File: config.mk
export PLATFORM = sky130hd
export DESIGN_NAME = mem_access_flat
export DESIGN_NICKNAME = d
export VERILOG_FILES = /design/src/rtl/mem_pkg.sv /design/src/rtl/mem_access_if.sv /design/src/rtl/mem_lane_fmt.sv /design/src/rtl/mem_access.sv /design/src/flat_wrapper.sv
export SDC_FILE = /design/constraint.sdc
export NUM_CORES = 1
export LEC_CHECK = 0
export ABC_AREA = 0
export BUFFER_PORTS_ARGS = -buffer_cell sky130_fd_sc_hd__buf_2
export CORE_MARGIN = 4
export CORE_UTILIZATION = 45
export DETAILED_ROUTE_END_ITERATION = 16
export GPL_ROUTABILITY_DRIVEN = 0
export PLACE_DENSITY_LB_ADDON = 0.2
export REMOVE_ABC_BUFFERS = 1
export SLEW_MARGIN = 40
export SYNTH_ARGS = -nofsm -noshare
export SYNTH_HDL_FRONTEND = slang
export SYNTH_SLANG_ARGS = --single-unit
export TNS_END_PERCENT = 5
File: constraint.sdc
create_clock -name clk -period 2 [get_ports clk]
set_clock_uncertainty 0.1 [all_clocks]
set_input_delay 0.2 -clock clk [delete_from_list [all_inputs] [get_ports clk]]
set_output_delay 0.2 -clock clk [all_outputs]
set_load 0.05 [all_outputs]
File: src/rtl/mem_pkg.sv
// rtl/mem_pkg.sv - shared encodings for the MEM-stage data memory access block
package mem_pkg;

   localparam logic [1:0] SIZE_BYTE = 2'd0;
   localparam logic [1:0] SIZE_HALF = 2'd1;
   localparam logic [1:0] SIZE_WORD = 2'd2;

   localparam logic [1:0] COND_FLUSH = 2'd0;
   localparam logic [1:0] COND_RUN   = 2'd1;
   localparam logic [1:0] COND_HOLD  = 2'd2;

   typedef enum logic [1:0] {
      ST_IDLE = 2'd0,
      ST_REQ  = 2'd1,
      ST_DONE = 2'd2
   } state_e;

   // Size code 3 behaves as a word access.
   function automatic logic is_misaligned(input logic [1:0] size, input logic [1:0] offset);
      case (size)
         SIZE_BYTE: is_misaligned = 1'b0;
         SIZE_HALF: is_misaligned = offset[0];
         default:   is_misaligned = (offset != 2'b00);
      endcase
   endfunction

endpackage

File: src/rtl/mem_access_if.sv
// rtl/mem_access_if.sv - data memory bus between the MEM stage and the memory
interface mem_access_if;
   logic        dmem_req;
   logic        dmem_we;
   logic [31:0] dmem_addr;
   logic [31:0] dmem_wdata;
   logic [3:0]  dmem_be;
   logic [31:0] dmem_rdata;
   logic        dmem_ack;

   modport master (
      output dmem_req, dmem_we, dmem_addr, dmem_wdata, dmem_be,
      input  dmem_rdata, dmem_ack
   );

   modport slave (
      input  dmem_req, dmem_we, dmem_addr, dmem_wdata, dmem_be,
      output dmem_rdata, dmem_ack
   );
endinterface

File: src/rtl/mem_lane_fmt.sv
// rtl/mem_lane_fmt.sv - byte enables, store lane replication and load extraction
module mem_lane_fmt
   import mem_pkg::*;
(
   input  logic [1:0]  size,
   input  logic [1:0]  offset,
   input  logic        is_signed,
   input  logic [31:0] store_data,
   input  logic [31:0] load_raw,
   output logic [3:0]  be,
   output logic [31:0] wdata,
   output logic [31:0] load_data
);
   logic [31:0] shifted;

   always_comb begin
      shifted   = load_raw >> {offset, 3'b000};
      be        = 4'b1111;
      wdata     = store_data;
      load_data = load_raw;
      case (size)
         SIZE_BYTE: begin
            be        = 4'b0001 << offset;
            wdata     = {4{store_data[7:0]}};
            load_data = {{24{is_signed & shifted[7]}}, shifted[7:0]};
         end
         SIZE_HALF: begin
            be        = 4'b0011 << {offset[1], 1'b0};
            wdata     = {2{store_data[15:0]}};
            load_data = {{16{is_signed & shifted[15]}}, shifted[15:0]};
         end
         default: ;
      endcase
   end
endmodule

File: src/rtl/mem_access.sv
// rtl/mem_access.sv - MEM-stage load/store sequencer with pipeline stall and bus timeout
module mem_access
   import mem_pkg::*;
#(
   parameter int TIMEOUT_CYCLES = 255
) (
   input  logic                clk,
   input  logic                rst_n,
   input  logic                EXMEM_MemRead,
   input  logic                EXMEM_MemWrite,
   input  logic [1:0]          EXMEM_MemSize,
   input  logic                EXMEM_MemSigned,
   input  logic [31:0]         EXMEM_ALUOut,
   input  logic [31:0]         EXMEM_WriteData,
   mem_access_if.master        dmem,
   output logic [31:0]         MEM_ReadData,
   output logic                stall_req,
   output logic [1:0]          memwb_condition,
   output logic                misalign,
   output logic                bus_err
);
   localparam int CNT_W = $clog2(TIMEOUT_CYCLES + 1);

   state_e           state, state_nxt;
   logic [CNT_W-1:0] tmo_cnt;
   logic [31:0]      addr_q, wdata_q, rdata_q;
   logic [3:0]       be_q;
   logic             we_q, misalign_q, bus_err_q;
   logic             access, bad_align, start, fault_now, tmo_hit;
   logic [3:0]       fmt_be;
   logic [31:0]      fmt_wdata, fmt_rdata;

   assign access    = EXMEM_MemRead | EXMEM_MemWrite;
   assign bad_align = is_misaligned(EXMEM_MemSize, EXMEM_ALUOut[1:0]);
   assign start     = (state == ST_IDLE) && access && !bad_align;
   assign fault_now = (state == ST_IDLE) && access && bad_align;
   assign tmo_hit   = (state == ST_REQ) && !dmem.dmem_ack
                      && (tmo_cnt == CNT_W'(TIMEOUT_CYCLES - 1));

   // EXMEM is frozen by stall_req throughout REQ, so its size/offset also format the returning data.
   mem_lane_fmt u_fmt (
      .size       (EXMEM_MemSize),
      .offset     (EXMEM_ALUOut[1:0]),
      .is_signed  (EXMEM_MemSigned),
      .store_data (EXMEM_WriteData),
      .load_raw   (dmem.dmem_rdata),
      .be         (fmt_be),
      .wdata      (fmt_wdata),
      .load_data  (fmt_rdata)
   );

   always_comb begin
      state_nxt = state;
      case (state)
         ST_IDLE: if (start) state_nxt = ST_REQ;
         ST_REQ:  if (dmem.dmem_ack || tmo_hit) state_nxt = ST_DONE;
         default: state_nxt = ST_IDLE;
      endcase
   end

   always_ff @(posedge clk or negedge rst_n) begin
      if (!rst_n) begin
         state      <= ST_IDLE;
         tmo_cnt    <= '0;
         addr_q     <= '0;
         wdata_q    <= '0;
         rdata_q    <= '0;
         be_q       <= '0;
         we_q       <= 1'b0;
         misalign_q <= 1'b0;
         bus_err_q  <= 1'b0;
      end else begin
         state      <= state_nxt;
         misalign_q <= fault_now;
         bus_err_q  <= tmo_hit;
         if (start) begin
            addr_q  <= {EXMEM_ALUOut[31:2], 2'b00};
            we_q    <= EXMEM_MemWrite;
            be_q    <= fmt_be;
            wdata_q <= fmt_wdata;
            tmo_cnt <= '0;
         end else if (state == ST_REQ) begin
            tmo_cnt <= tmo_cnt + CNT_W'(1);
         end
         if (state == ST_REQ && dmem.dmem_ack) rdata_q <= fmt_rdata;
         else if (tmo_hit)                     rdata_q <= '0;
      end
   end

   assign dmem.dmem_req   = (state == ST_REQ);
   assign dmem.dmem_we    = we_q;
   assign dmem.dmem_addr  = addr_q;
   assign dmem.dmem_wdata = wdata_q;
   assign dmem.dmem_be    = be_q;

   assign stall_req       = start || (state == ST_REQ);
   assign memwb_condition = (stall_req || fault_now) ? COND_FLUSH : COND_RUN;
   assign MEM_ReadData    = (state == ST_DONE && !we_q) ? rdata_q : 32'd0;
   assign misalign        = misalign_q;
   assign bus_err         = bus_err_q;
endmodule
File: src/flat_wrapper.sv
// flat-port wrapper written by rule: the top's interface ports become plain ports
module mem_access_flat import mem_pkg::*;
#(
   parameter int TIMEOUT_CYCLES = 255
)
  (clk, rst_n, EXMEM_MemRead, EXMEM_MemWrite, EXMEM_MemSize, EXMEM_MemSigned, EXMEM_ALUOut, EXMEM_WriteData, MEM_ReadData, stall_req, memwb_condition, misalign, bus_err, dmem_dmem_req, dmem_dmem_we, dmem_dmem_addr, dmem_dmem_wdata, dmem_dmem_be, dmem_dmem_rdata, dmem_dmem_ack);
  mem_access_if dmem_i ();
  input  logic clk;
  input  logic rst_n;
  input  logic EXMEM_MemRead;
  input  logic EXMEM_MemWrite;
  input  logic [1:0] EXMEM_MemSize;
  input  logic EXMEM_MemSigned;
  input  logic [31:0] EXMEM_ALUOut;
  input  logic [31:0] EXMEM_WriteData;
  output logic [31:0] MEM_ReadData;
  output logic stall_req;
  output logic [1:0] memwb_condition;
  output logic misalign;
  output logic bus_err;
  output wire logic [$bits(dmem_i.dmem_req)-1:0] dmem_dmem_req;
  output wire logic [$bits(dmem_i.dmem_we)-1:0] dmem_dmem_we;
  output wire logic [$bits(dmem_i.dmem_addr)-1:0] dmem_dmem_addr;
  output wire logic [$bits(dmem_i.dmem_wdata)-1:0] dmem_dmem_wdata;
  output wire logic [$bits(dmem_i.dmem_be)-1:0] dmem_dmem_be;
  input wire logic [$bits(dmem_i.dmem_rdata)-1:0] dmem_dmem_rdata;
  input wire logic [$bits(dmem_i.dmem_ack)-1:0] dmem_dmem_ack;
  assign dmem_dmem_req = dmem_i.dmem_req;
  assign dmem_dmem_we = dmem_i.dmem_we;
  assign dmem_dmem_addr = dmem_i.dmem_addr;
  assign dmem_dmem_wdata = dmem_i.dmem_wdata;
  assign dmem_dmem_be = dmem_i.dmem_be;
  assign dmem_i.dmem_rdata = dmem_dmem_rdata;
  assign dmem_i.dmem_ack = dmem_dmem_ack;
  mem_access #(.TIMEOUT_CYCLES(TIMEOUT_CYCLES)) u_core (.clk(clk), .rst_n(rst_n), .EXMEM_MemRead(EXMEM_MemRead), .EXMEM_MemWrite(EXMEM_MemWrite), .EXMEM_MemSize(EXMEM_MemSize), .EXMEM_MemSigned(EXMEM_MemSigned), .EXMEM_ALUOut(EXMEM_ALUOut), .EXMEM_WriteData(EXMEM_WriteData), .dmem(dmem_i), .MEM_ReadData(MEM_ReadData), .stall_req(stall_req), .memwb_condition(memwb_condition), .misalign(misalign), .bus_err(bus_err));
endmodule
* Word level (Yosys, flattened, before mapping) *
Index checks and enable logic that the tools add are counted.

storage, ports and cells
  bits in latches = 0
  bits in read-only memories = 0
  memories kept = 0
  register bits = 111
  bits of input ports = 104
  bits in writable memories = 0

operators by class
  bitwise operators = 3
  order comparisons = 0
  reduce and logical (&&, ||, !) cells = 19
  multiply operators = 0
  equality and inequality tests = 6
  $add $sub $neg = 1
  shift operators = 3
  multiplexer cells = 13
  div/mod/pow operators = 0

operators by type and width
  cell                   number
  $pmux W32 S2           2
  $mux W32               3
  $shr A32 B5 Y16        1
  $mux W8                2
  $add A8 B1 Y8 const B  1
  $eq A8 B8 Y1 const B   1
  $pmux W4 S2            1
  $logic_and A1 B1 Y1    7
  $reduce_bool A2 Y1     3
  $eq A2 B1 Y1 const B   2
  $logic_not A2 Y1       2
  $mux W2                2
  $ne A2 B1 Y1 const B   2
  $pmux W2 S2            1
  $shl A1 B2 Y4 const A  1
  $shl A2 B2 Y4 const A  1
  $logic_not A1 Y1       3
  $logic_or A1 B1 Y1     3
  $and A1 B1 Y1          2
  $eq A2 B2 Y1 const B   1
  $pmux W1 S2            1
  $reduce_and A2 Y1      1
  $mux W1                1
  $or A1 B1 Y1           1

* Longest topological paths before layout *
Gate-level depths: netlist of the first run.

  depth after elaboration = 7
  gate-level depth with buffers = 9

* Hierarchy *
Synthesis of the first run repeated with hierarchy kept, for this count alone.

unflattened totals
  cell total of the unflattened synthesis = 586
  area, all modules = 6,356.1 um^2

modules (own cells, without submodules)
  module        cells each  seq. area each (um^2)  instances  area an instance (um^2)
  mem_access    386         2,777.7                1          5,073.6
  mem_lane_fmt  200         0.0                    1          1,282.5

* Least setup slack after synthesis of the first run *
OpenSTA, ideal clock, no wires.

  kind = flip-flop to output port
  start point = reg u_core.we_q (netlist: u_core.dmem.dmem_we)
  end point = out MEM_ReadData[10]
  path slack = 0.069 ns
  buffers on the path = 1
  required time = 1.700 ns
  arrival = 1.631 ns
  stages on the path, launching flop included = 4
  path through = dfrtp_1 nor3b_1 clkbuf_1 and2_1

between the ends
  word-level cells in the longest chain between the ends = 3

ends and longest elaborated chain
  element                 RTL line            text
  from (decl)             mem_access.sv:28    logic we_q, misalign_q, bus_err_q;
  from (signal assigned)  mem_access.sv:78    we_q <= EXMEM_MemWrite;
  $logic_not A1 Y1        mem_access.sv:98    assign MEM_ReadData = (state == ST_DONE && !we_q) ? rdata_q : 32'd0;
  $logic_and A1 B1 Y1     mem_access.sv:98
  $mux W32                mem_access.sv:98
  to (decl)               flat_wrapper.sv:16  output logic [31:0] MEM_ReadData;

Every way passes these cells.

* Worst setup path after layout of the first run *
  start point = reg u_core.state[0]
  end point = out MEM_ReadData[21]

between the ends
  word-level cells in the longest chain between the ends = 3

ends and longest elaborated chain
  element                 RTL line          text
  from (decl)             mem_access.sv:24  state_e state, state_nxt;
  from (signal assigned)  mem_access.sv:73  state <= state_nxt;
  $eq A2 B2 Y1            mem_access.sv:98
  $logic_and A1 B1 Y1     mem_access.sv:98
  $mux W32                mem_access.sv:98

Every way passes these cells.

==> results of run 1 <==
==> path summary, 6_finish.rpt <==
kind                       slack [ns]                        from                          to
min                              0.01               dmem_dmem_ack              u_core.bus_err
max reg2reg                      0.18           u_core.tmo_cnt[0]          u_core.rdata_q[12]
min in group asynchronous        0.27                       rst_n          u_core.rdata_q[29]
min reg2reg                      0.39  u_core.dmem.dmem_wdata[26]  u_core.dmem.dmem_wdata[26]
max                              0.07             u_core.state[0]            MEM_ReadData[21]
max in group asynchronous        0.91                       rst_n             u_core.state[1]
==> layer usage <==
layer  up-vias  track usage [%]
li1       2353                -
met1      2388            27.67
met2       215            38.36
met3        34            7.210
met4         2            9.664
met5         -                0
==> worst reg2reg max path, stage by stage, from the launching register on <==
cell	delay, ns
sky130_fd_sc_hd__dfrtp_1	0.41
sky130_fd_sc_hd__inv_1	0.09
sky130_fd_sc_hd__ha_1	0.16
sky130_fd_sc_hd__and3_1	0.20
sky130_fd_sc_hd__a31oi_4	0.09
sky130_fd_sc_hd__nand2b_1	0.19
sky130_fd_sc_hd__buf_12	0.16
sky130_fd_sc_hd__a221o_1	0.30
==> power by group through the flow <==
| stage | Sequential [uW] | Clock, uW | Combinational (uW) |
|---|---|---|---|
| floorplan | 5850 | 0 | 1490 |
| CTS | 3750 | 1990 | 5140 |
| global placement | 3720 | 0 | 4980 |
| finish | 3760 | 1960 | 5130 |
| detailed placement | 3760 | 0 | 5070 |
| global route | 3880 | 2090 | 5450 |
==> cell families after synthesis <==
logic type	Yosys count	synth area share, %
AOI/OAI and AO/OA	118	14.05
xor gates and xnor gates	8	1.241
adders and majority gates	2	0.4433
buffers and inverters	49	5.143
DFF	111	49.21
muxes	81	15.23
other	1	0.06644
and+or+nand+nor	162	14.61
==> per-stage QoR <==
step                      hold slack (ns)  cell area (sq um)  instances
after floorplan                   -0.1956               5389        491
after CTS                       0.0002043               7571        935
final                            0.009634               7615        936
after global placement             0.1061               6874        887
after detailed placement           0.1184               6874        887
after global routing              0.01661               7615        936
==> layout make-up <==
| type | count | share of cell area (%) |
|---|---|---|
| clock inverters | 6 | 1.199 |
| well taps | 168 | 2.760 |
| inverters | 6 | 0.3615 |
| flip-flops and latches | 111 | 36.51 |
| multi-input cells | 374 | 34.26 |
| clock buffers | 10 | 3.007 |
| repair buffers | 260 | 21.87 |
| diodes | 1 | 0.03286 |
==> timing repair <==
action	in CTS	in global routing
hold buffers	32	0
endpoints found under the hold margin	66	0
resized for setup	23	15
pin swaps	1	0
setup endpoints to repair	32	24
==> flip-flops by register name, indices dropped and copies added, names as in the netlist <==
signal	count
u_core.dmem.dmem_addr	30
u_core.state	2
u_core.misalign	1
u_core.tmo_cnt	8
u_core.rdata_q	32
u_core.bus_err	1
u_core.dmem.dmem_we	1
u_core.dmem.dmem_wdata	32
u_core.dmem.dmem_be	4
==> placed cells by master (no fill, tap or decap), types with 2 or more instances in the layout <==
cell / instances
sky130_fd_sc_hd__and3_1: 9
sky130_fd_sc_hd__xor2_1: 5
sky130_fd_sc_hd__bufinv_16: 2
sky130_fd_sc_hd__nand3b_1: 10
sky130_fd_sc_hd__a211oi_1: 8
sky130_fd_sc_hd__nand2b_1: 2
sky130_fd_sc_hd__inv_1: 5
sky130_fd_sc_hd__a21boi_0: 6
sky130_fd_sc_hd__dfrtp_2: 2
sky130_fd_sc_hd__nand4_1: 3
sky130_fd_sc_hd__mux2_1: 9
sky130_fd_sc_hd__and3_4: 2
sky130_fd_sc_hd__nand2_1: 52
sky130_fd_sc_hd__dlygate4sd3_1: 32
sky130_fd_sc_hd__buf_2: 173
sky130_fd_sc_hd__conb_1: 3
sky130_fd_sc_hd__a221o_1: 8
sky130_fd_sc_hd__buf_12: 5
sky130_fd_sc_hd__buf_4: 38
sky130_fd_sc_hd__mux2i_1: 42
sky130_fd_sc_hd__clkbuf_16: 9
sky130_fd_sc_hd__or2_2: 2
sky130_fd_sc_hd__and2_1: 32
sky130_fd_sc_hd__a21oi_1: 24
sky130_fd_sc_hd__nand3_1: 16
sky130_fd_sc_hd__o211ai_1: 9
sky130_fd_sc_hd__nor3_1: 4
sky130_fd_sc_hd__dfrtp_1: 109
sky130_fd_sc_hd__mux2_2: 30
sky130_fd_sc_hd__xnor2_1: 3
sky130_fd_sc_hd__ha_1: 2
sky130_fd_sc_hd__o2bb2ai_1: 8
sky130_fd_sc_hd__inv_6: 4
sky130_fd_sc_hd__clkbuf_4: 11
sky130_fd_sc_hd__o41ai_1: 3
sky130_fd_sc_hd__a22o_1: 3
sky130_fd_sc_hd__o21ai_0: 40
sky130_fd_sc_hd__nor2_1: 25
==> impl_summary.log, run 1 <==
[metrics] run status: complete, no violations
[metrics] CP Capture Type: output pin
[metrics] final critical path time including I/O delays and setup: 1.928 ns
[metrics] IO Port Bufs: 207
[metrics] global-route wire length before repair: 26490 um
[metrics] Commonest cells post-synth: sky130_fd_sc_hd__dfrtp_1 (111), sky130_fd_sc_hd__nand2_1 (52), sky130_fd_sc_hd__mux2i_1 (42), sky130_fd_sc_hd__o21ai_0 (40), sky130_fd_sc_hd__and2_1 (32)
[metrics] transition at the pin with the smallest max-transition slack: 0.5914 ns
[metrics] critical path, cell by cell: nor3b_4, buf_12, and2_1, clkbuf_4
[metrics] Layout Area Growth over Synthesis: 34.91%
[metrics] Cell Pwr Density: 1424 nW/um^2
[metrics] max_cap viols: 0
[metrics] Core Rows: 40
[metrics] Post-Synthesis Cell Area: 5644 sq um
[metrics] count of synthesis-stage warnings from yosys: 0
[metrics] WL/cell: 17.74 um
[metrics] HPWL reported at the end of detailed placement: 11890 um
[metrics] number of cells on the worst reg-to-reg path: 7
[metrics] Overflow after GRT: 0
[metrics] number of post-CTS setup repair buffers: 0
[metrics] Post-Route M1 WL: 6528 um
[metrics] most instantiated flip-flop cell in the synthesis netlist: sky130_fd_sc_hd__dfrtp_1
[metrics] area occupied by registers: 2780 sq um
[metrics] post-detailed-route DRC marker count: 0
[metrics] maximum number of pins on one net before global-route repair: 61
[metrics] CP Launch Type: flip-flop
[metrics] final period utilization: 96.40%
[metrics] portion of the post-synthesis area used by sequential elements: 49.21%
[metrics] maximum fanout along the worst path: 32
[metrics] ratio of cells with drive above 1 in the final layout: 37.42%
[metrics] Routed met3 length: 1536 um
[metrics] number of clock sinks seen by CTS: 111
[metrics] Die X-Extent: 120.0 um
[metrics] post-synthesis cell type count: 47
[metrics] internal cell power: 5779 uW
[metrics] Final Hold Viols: 0
[metrics] path type of the worst min-delay path: in2reg
[metrics] register share of total power: 34.7%
[metrics] setup repair after global routing missed its margin: false
[metrics] Fmax achieved: 518.6 MHz
[metrics] CTS H-Tree Depth: 3
[metrics] vias in the first global route: 5215
[metrics] Root Driver: sky130_fd_sc_hd__clkbuf_16
[metrics] DR pass1 iterations: 4
[metrics] antenna violations before repair: 2
[metrics] minimum setup slack in the final design: 0.07191 ns
[metrics] total design power: 10850 uW
[metrics] cell leakage power: 0.003745 uW
[metrics] area enclosed by the die boundary: 14400 sq um
[metrics] Post-Syn Instances: 532
[metrics] total number of vias: 4992
[metrics] Area contributors post-synth: sky130_fd_sc_hd__dfrtp_1 (49%), sky130_fd_sc_hd__mux2i_1 (7.4%), sky130_fd_sc_hd__mux2_2 (6.0%)
[metrics] post-detailed-route count of antenna-violating nets: 0
[metrics] maximum buffer depth of the clock tree: 2
[metrics] Critical-path top delay cell: sky130_fd_sc_hd__dfrtp_2
[metrics] area leader, netlist: sky130_fd_sc_hd__dfrtp_1
[metrics] Layout fillers: 1055
[metrics] share of the synthesized area in the top cell type: 49.21%
[metrics] boundary pin count: 211
[metrics] proportion of total power due to net switching: 46.72%
[metrics] count of nets after finishing: 868
[metrics] GRT Overall Usage: 23.07%
[metrics] synthesis-stage register bit count: 111
[metrics] Skew-Pair Late Insertion Delay: 0.35 ns
[metrics] Crit. path cell count: 4
[metrics] net switching component of the power: 5067 uW
[metrics] effective utilization at floorplan: 46.41%
[metrics] final count of pins violating max slew: 0
[metrics] uppermost metal layer occupied by signal nets: met5
[metrics] average via count per standard cell: 5.333
[metrics] DRT Wirelength: 16600 um
[metrics] metal2 WL: 8109 um
[metrics] Final setup violation count: 0
[metrics] CP peak stage delay: 0.47 ns
[metrics] area used by multi-input combinational logic: 2609 sq um
[metrics] core area: 12160 sq um
[metrics] count leader, synth: sky130_fd_sc_hd__dfrtp_1
[metrics] type of the worst setup path: reg2out
[metrics] die span in y: 120.0 um
[metrics] average instance area after synthesis: 10.61 sq um
[metrics] 1st-iter DRT viols: 349
[metrics] CP delay by family, top: flip-flops
[metrics] final sum of negative setup slack: 0 ns
[metrics] post-layout utilization of the core: 62.61%
[metrics] total clock buffers created by CTS: 9
[metrics] cell depth of the worst hold path: 2
[metrics] fraction of registers with async set/reset: 100.0%
[metrics] required time of the critical path: 1.70 ns
[metrics] Bufs and invs on worst path: 2
[metrics] portion of total power attributed to the clock network: 18.1%
[metrics] Clock transition at path regs: 0.07 ns
[metrics] setup slack at placement: 0.1846 ns
[metrics] max-slew headroom at the worst pin: 60.57%
[metrics] critical path arrival: 1.63 ns
[metrics] peak ir drop on the vdd network: 0.001098 V
[metrics] CTS tree: built
[metrics] combinational group share of total power: 47.3%
[metrics] number of flops mapped to enable cells by yosys: 0
Note: power is estimated with default switching activity, not from simulation.
==> run 2: changes to the inputs <==
--- a/config.mk
+++ b/config.mk
@@ -9,9 +9,10 @@
 export BUFFER_PORTS_ARGS = -buffer_cell sky130_fd_sc_hd__buf_2
 export CORE_MARGIN = 4
 export CORE_UTILIZATION = 45
+export CTS_CLUSTER_SIZE = 24
 export DETAILED_ROUTE_END_ITERATION = 16
 export GPL_ROUTABILITY_DRIVEN = 0
-export PLACE_DENSITY_LB_ADDON = 0.2
+export PLACE_DENSITY_LB_ADDON = 0.08
 export REMOVE_ABC_BUFFERS = 1
 export SLEW_MARGIN = 40
 export SYNTH_ARGS = -nofsm -noshare
==> run 2 against run 1 <==
Compared with the run above: flip-flop and latch count stayed put; hold slack worse by 0.0023 ns; final cell count is 0.21% higher; sequential share of layout area is 0.13 points lower; highest routed layer is now met4; die area stayed put; combinational power hardly changed; register-to-register slack hardly changed; clock power hardly changed; count of clock-buffer cells in the layout is 1 lower; largest cell class unchanged; critical path depth stayed put.
==> impl_summary.log, run 2 (synthesis results as in run 1) <==
[metrics] run status: complete, no violations
[metrics] antenna violations before repair: 1
[metrics] IO Port Bufs: 207
[metrics] maximum buffer depth of the clock tree: 2
[metrics] Fmax achieved: 521.2 MHz
[metrics] Skew-Pair Late Insertion Delay: 0.35 ns
[metrics] required time of the critical path: 1.70 ns
[metrics] post-detailed-route count of antenna-violating nets: 0
[metrics] peak ir drop on the vdd network: 0.001251 V
[metrics] number of clock sinks seen by CTS: 111
[metrics] cell leakage power: 0.003760 uW
[metrics] Clock transition at path regs: 0.07 ns
[metrics] path type of the worst min-delay path: in2reg
[metrics] effective utilization at floorplan: 46.41%
[metrics] GRT Overall Usage: 23.08%
[metrics] CP delay by family, top: flip-flops
[metrics] Overflow after GRT: 0
[metrics] non-filler instance count after layout: 938
[metrics] Critical-path top delay cell: sky130_fd_sc_hd__dfrtp_2
[metrics] boundary pin count: 211
[metrics] launch point of the worst path: u_core.state[0]
[metrics] count of nets after finishing: 870
[metrics] final count of pins violating max slew: 0
[metrics] area enclosed by the die boundary: 14400 sq um
[metrics] critical path, cell by cell: nor3b_4, buf_12, and2_1, buf_4
[metrics] most frequent standard cell in the layout excluding fill and tap cells: sky130_fd_sc_hd__buf_2
[metrics] HPWL reported at the end of detailed placement: 11320 um
[metrics] final critical path time including I/O delays and setup: 1.919 ns
[metrics] net switching component of the power: 5035 uW
[metrics] maximum fanout along the worst path: 32
[metrics] ratio of cells with drive above 1 in the final layout: 37.45%
[metrics] vias in the first global route: 5199
[metrics] global-route wire length before repair: 26620 um
[metrics] area of placed instances: 6887 sq um
[metrics] post-detailed-route DRC marker count: 0
[metrics] proportion of total power due to net switching: 46.60%
[metrics] final sum of negative setup slack: 0 ns
[metrics] CP Capture Type: output pin
[metrics] max-slew headroom at the worst pin: 56.79%
[metrics] transition at the pin with the smallest max-transition slack: 0.6482 ns
[metrics] internal cell power: 5770 uW
[metrics] core area: 12160 sq um
[metrics] number of post-CTS setup repair buffers: 0
[metrics] Post-Layout Inst Area: 7641 sq um
[metrics] Layout Area Growth over Synthesis: 35.38%
[metrics] critical path arrival: 1.62 ns
[metrics] die span in y: 120.0 um
[metrics] total clock buffers created by CTS: 9
[metrics] cell count after placement: 887
[metrics] max_cap viols: 0
[metrics] 1st-iter DRT viols: 296
[metrics] most frequent cells in the layout: sky130_fd_sc_hd__buf_2 (174), sky130_fd_sc_hd__dfrtp_1 (109), sky130_fd_sc_hd__nand2_1 (52), sky130_fd_sc_hd__buf_4 (48), sky130_fd_sc_hd__mux2i_1 (42)
[metrics] WL/cell: 17.24 um
[metrics] register share of total power: 34.8%
[metrics] CTS tree: built
[metrics] Final setup violation count: 0
[metrics] Core Rows: 40
[metrics] portion of total power attributed to the clock network: 17.9%
[metrics] Crit. path cell count: 4
[metrics] termination of the worst setup path: MEM_ReadData[29]
[metrics] Final Hold Viols: 0
[metrics] maximum number of pins on one net before global-route repair: 66
[metrics] DRT Wirelength: 16170 um
[metrics] Root Driver: sky130_fd_sc_hd__clkbuf_16
[metrics] combinational group share of total power: 47.3%
[metrics] type of the worst setup path: reg2out
[metrics] worst setup slack for register-to-register paths: 0.17 ns
[metrics] average via count per standard cell: 5.295
[metrics] total number of vias: 4967
[metrics] RR Endpoint: u_core.rdata_q[11]
[metrics] Bufs and invs on worst path: 2
[metrics] CP peak stage delay: 0.47 ns
[metrics] Cell Pwr Density: 1414 nW/um^2
[metrics] CP Launch Type: flip-flop
[metrics] final period utilization: 95.94%
[metrics] CTS H-Tree Depth: 3
[metrics] startpoint of the worst-slack reg-to-reg timing path: u_core.tmo_cnt[0]
[metrics] number of cells on the worst reg-to-reg path: 7
[metrics] Die X-Extent: 120.0 um
[metrics] DR pass1 iterations: 5
run 2: final cells by class:
| cell class | count | area, sq um |
|---|---|---|
| Multi-Input combinational cell | 374 | 2609 |
| Inverter | 6 | 27.53 |
| Antenna cell | 1 | 2.502 |
| Timing Repair Buffer | 262 | 1692 |
| Clock inverter | 7 | 95.09 |
| Sequential cell | 111 | 2780 |
| Clock buffer | 9 | 225.2 |
| Fill cell | 1026 | 4521 |
| Tap cell | 168 | 210.2 |
run 2: worst min path at each step:
stage | to | startpoint | slack [ns] | depth (start not counted)
after floorplan | u_core.bus_err | rst_n | -0.20 | 0
after global placement | u_core.rdata_q[24] | rst_n | -0.03 | 1
after detailed placement | u_core.rdata_q[24] | rst_n | -0.03 | 1
after CTS | u_core.rdata_q[19] | dmem_dmem_rdata[19] | 0.00007 | 3
after global routing | u_core.rdata_q[19] | dmem_dmem_rdata[19] | 0.005 | 3
final | u_core.rdata_q[29] | dmem_dmem_rdata[29] | 0.007 | 3
run 2: worst min-delay path: stages:
cell	delay, ns
sky130_fd_sc_hd__buf_2	0.10
sky130_fd_sc_hd__nand2_1	0.05
sky130_fd_sc_hd__nand3_1	0.07
run 2: layer usage:
metal / share of wire (%) / track usage [%] / up-vias
met3: 8.1 / 5.985 / 28
met2: 49 / 38.29 / 183
li1: - / - / 2348
met4: 2.6 / 8.948 / 0
met1: 40 / 28.88 / 2408
met5: 0 / 0 / -
run 2: what timing repair did:
item                                   CTS  global route
endpoints found under the hold margin  144             0
gates resized for setup                 32             4
cloned                                   0             0
hold buffers                            34             0
pin swaps                                1             0
setup endpoints to repair               32            32
run 2: power groups by stage:
stage          clock (uW)  sequential, uW  combinational, uW
2_1_floorplan           0            5850               1490
3_3_place_gp            0            3720               4980
3_5_place_dp            0            3760               5070
4_1_cts              1970            3740               5150
5_1_grt              2070            3890               5440
6_report             1930            3760               5110
run 2: through the flow:
step	power, uW	utilization (%)	hold WS, ns	setup slack (ns)
finish	10800	62.83	0.007369	0.08123
global route	11400	62.83	0.004787	-0.004245
CTS	10860	62.72	0.00006997	0.006662
detailed placement	8825	56.63	-0.02906	0.1678
global placement	8707	56.63	-0.02841	0.1302
floorplan	7345	-	-0.1956	-1.695
==> run 3: changes to the inputs <==
--- a/config.mk
+++ b/config.mk
@@ -6,7 +6,7 @@
 export NUM_CORES = 1
 export LEC_CHECK = 0
 export ABC_AREA = 0
-export BUFFER_PORTS_ARGS = -buffer_cell sky130_fd_sc_hd__buf_2
+export BUFFER_PORTS_ARGS = -buffer_cell sky130_fd_sc_hd__clkbuf_2
 export CORE_MARGIN = 4
 export CORE_UTILIZATION = 45
 export CTS_CLUSTER_SIZE = 24
==> run 3 against run 2 <==
Compared with the run above: hold slack improved by 0.0017 ns; utilization increased by 0.44 points; critical path depth unchanged; combinational power about the same; die area unchanged; non-clock buffer count increased by 2; via count decreased by 1.6%; power increased by 0.47%; flip-flop and latch count unchanged; first-iteration DRC count increased by 11%; register-to-register slack about the same.
==> impl_summary.log, run 3 (synthesis results as in run 1) <==
[metrics] transition at the pin with the smallest max-transition slack: 0.6821 ns
[metrics] non-filler instance count after layout: 938
[metrics] Final setup violation count: 0
[metrics] cell leakage power: 0.003798 uW
[metrics] IO Port Bufs: 207
[metrics] max-slew headroom at the worst pin: 54.53%
[metrics] final count of pins violating max slew: 0
[metrics] max_cap viols: 0
[metrics] run status: complete, no violations
[metrics] area enclosed by the die boundary: 14400 sq um
[metrics] most frequent standard cell in the layout excluding fill and tap cells: sky130_fd_sc_hd__clkbuf_2
[metrics] cell depth of the worst hold path: 3
[metrics] maximum fanout along the worst path: 32
[metrics] type of the worst setup path: reg2out
[metrics] count of nets after finishing: 872
[metrics] Cell Pwr Density: 1411 nW/um^2
[metrics] DR pass1 iterations: 5
[metrics] critical path, cell by cell: nor3b_4, buf_12, and2_1, clkbuf_4
[metrics] most frequent cells in the layout: sky130_fd_sc_hd__clkbuf_2 (173), sky130_fd_sc_hd__dfrtp_1 (109), sky130_fd_sc_hd__nand2_1 (52), sky130_fd_sc_hd__mux2i_1 (42), sky130_fd_sc_hd__o21ai_0 (40)
[metrics] termination of the worst setup path: MEM_ReadData[7]
[metrics] maximum buffer depth of the clock tree: 2
[metrics] DRT Wirelength: 15930 um
[metrics] required time of the critical path: 1.70 ns
[metrics] GRT Overall Usage: 22.87%
[metrics] core area: 12160 sq um
[metrics] RR Endpoint: u_core.rdata_q[11]
[metrics] final period utilization: 97.65%
[metrics] average via count per standard cell: 5.209
[metrics] post-detailed-route count of antenna-violating nets: 0
[metrics] cell count after placement: 889
[metrics] total number of vias: 4886
[metrics] post-detailed-route DRC marker count: 0
[metrics] Final Hold Viols: 0
[metrics] antenna violations before repair: 0
[metrics] peak ir drop on the vdd network: 0.001205 V
[metrics] maximum number of pins on one net before global-route repair: 64
[metrics] Clock transition at path regs: 0.07 ns
[metrics] CTS tree: built
[metrics] total inserted antenna cells: 0
[metrics] launch point of the worst path: u_core.state[0]
[metrics] 1st-iter DRT viols: 329
[metrics] global-route wire length before repair: 26480 um
[metrics] area of placed instances: 6934 sq um
[metrics] total clock buffers created by CTS: 9
[metrics] effective utilization at floorplan: 46.41%
[metrics] Core Rows: 40
[metrics] CP Capture Type: output pin
[metrics] CP peak stage delay: 0.49 ns
[metrics] post-layout utilization of the core: 63.27%
[metrics] WL/cell: 16.98 um
[metrics] Overflow after GRT: 0
[metrics] Post-Layout Inst Area: 7695 sq um
[metrics] die span in y: 120.0 um
[metrics] Die X-Extent: 120.0 um
[metrics] CP Launch Type: flip-flop
[metrics] boundary pin count: 211
[metrics] number of cells on the worst reg-to-reg path: 7
[metrics] path type of the worst min-delay path: in2reg
[metrics] final critical path time including I/O delays and setup: 1.953 ns
[metrics] Critical-path top delay cell: sky130_fd_sc_hd__dfrtp_2
[metrics] worst setup slack for register-to-register paths: 0.18 ns
[metrics] CTS H-Tree Depth: 3
[metrics] Skew-Pair Late Insertion Delay: 0.35 ns
[metrics] number of clock sinks seen by CTS: 111
[metrics] area occupied by registers: 2780 sq um
[metrics] critical path arrival: 1.65 ns
[metrics] Layout Area Growth over Synthesis: 36.33%
[metrics] Layout fillers: 1065
[metrics] setup repair after global routing missed its margin: false
[metrics] Root Driver: sky130_fd_sc_hd__clkbuf_16
[metrics] startpoint of the worst-slack reg-to-reg timing path: u_core.tmo_cnt[0]
[metrics] HPWL reported at the end of detailed placement: 11460 um
[metrics] area used by multi-input combinational logic: 2614 sq um
[metrics] Fmax achieved: 512.0 MHz
[metrics] vias in the first global route: 5155
[metrics] ratio of cells with drive above 1 in the final layout: 37.66%
==> run 3: metal layers <==
layer | share of wire [%] | GRT usage (%)
met5 | 0 | 0
met1 | 41 | 28.70
met2 | 49 | 38.78
met4 | 1.3 | 6.586
met3 | 8.1 | 6.173
==> run 3: where the power goes <==
part / internal, uW / total (uW) / switching [uW]
clock network: 1130 / 1950 / 818
registers: 3220 / 3780 / 564
logic: 1470 / 5130 / 3660
==> run 3: cell type report <==
cell class	count	area share, %
inverter	6	0.3577
tap	168	2.732
clock inverter	5	1.057
sequential	111	36.13
clock buffer	10	3.106
timing repair buffer	264	22.65
multi-input combinational	374	33.97
==> run 3: how the worst min path moves through the flow <==
stage                                     to                 from  slack [ns]
final                     u_core.rdata_q[21]  dmem_dmem_rdata[21]       0.009
after global routing      u_core.rdata_q[14]  dmem_dmem_rdata[14]        0.03
after CTS                 u_core.rdata_q[21]  dmem_dmem_rdata[21]       0.005
after detailed placement      u_core.bus_err                rst_n        0.12
after global placement     u_core.tmo_cnt[5]                rst_n        0.11
after floorplan               u_core.bus_err                rst_n       -0.20
==> run 3: stage by stage <==
stage                     hold slack, ns  setup TNS, ns  worst slack [ns]  power, uW
after global routing             0.02632              0          0.001035      11440
after detailed placement          0.1162              0            0.1455       8868
final                           0.009052              0           0.04691      10860
after global placement            0.1070              0            0.1693       8754
after floorplan                  -0.1956         -94.07            -1.695       7345
after CTS                       0.004920              0          0.002301      10920
==> run 3: timing repair <==
action                                 in CTS  in global routing
resized for setup                          33                 23
setup buffers                               0                  1
setup endpoints to repair                  31                 33
hold buffers                               33                  0
pin swaps                                   1                  0
endpoints found under the hold margin      67                  0
==> run 3: worst max-delay path: cells and delay by family, from the launching register on <==
kind,cells,cell delay [ns]
and+or+nand+nor,2,0.38
DFF,1,0.49
buffers and inverters,2,0.41
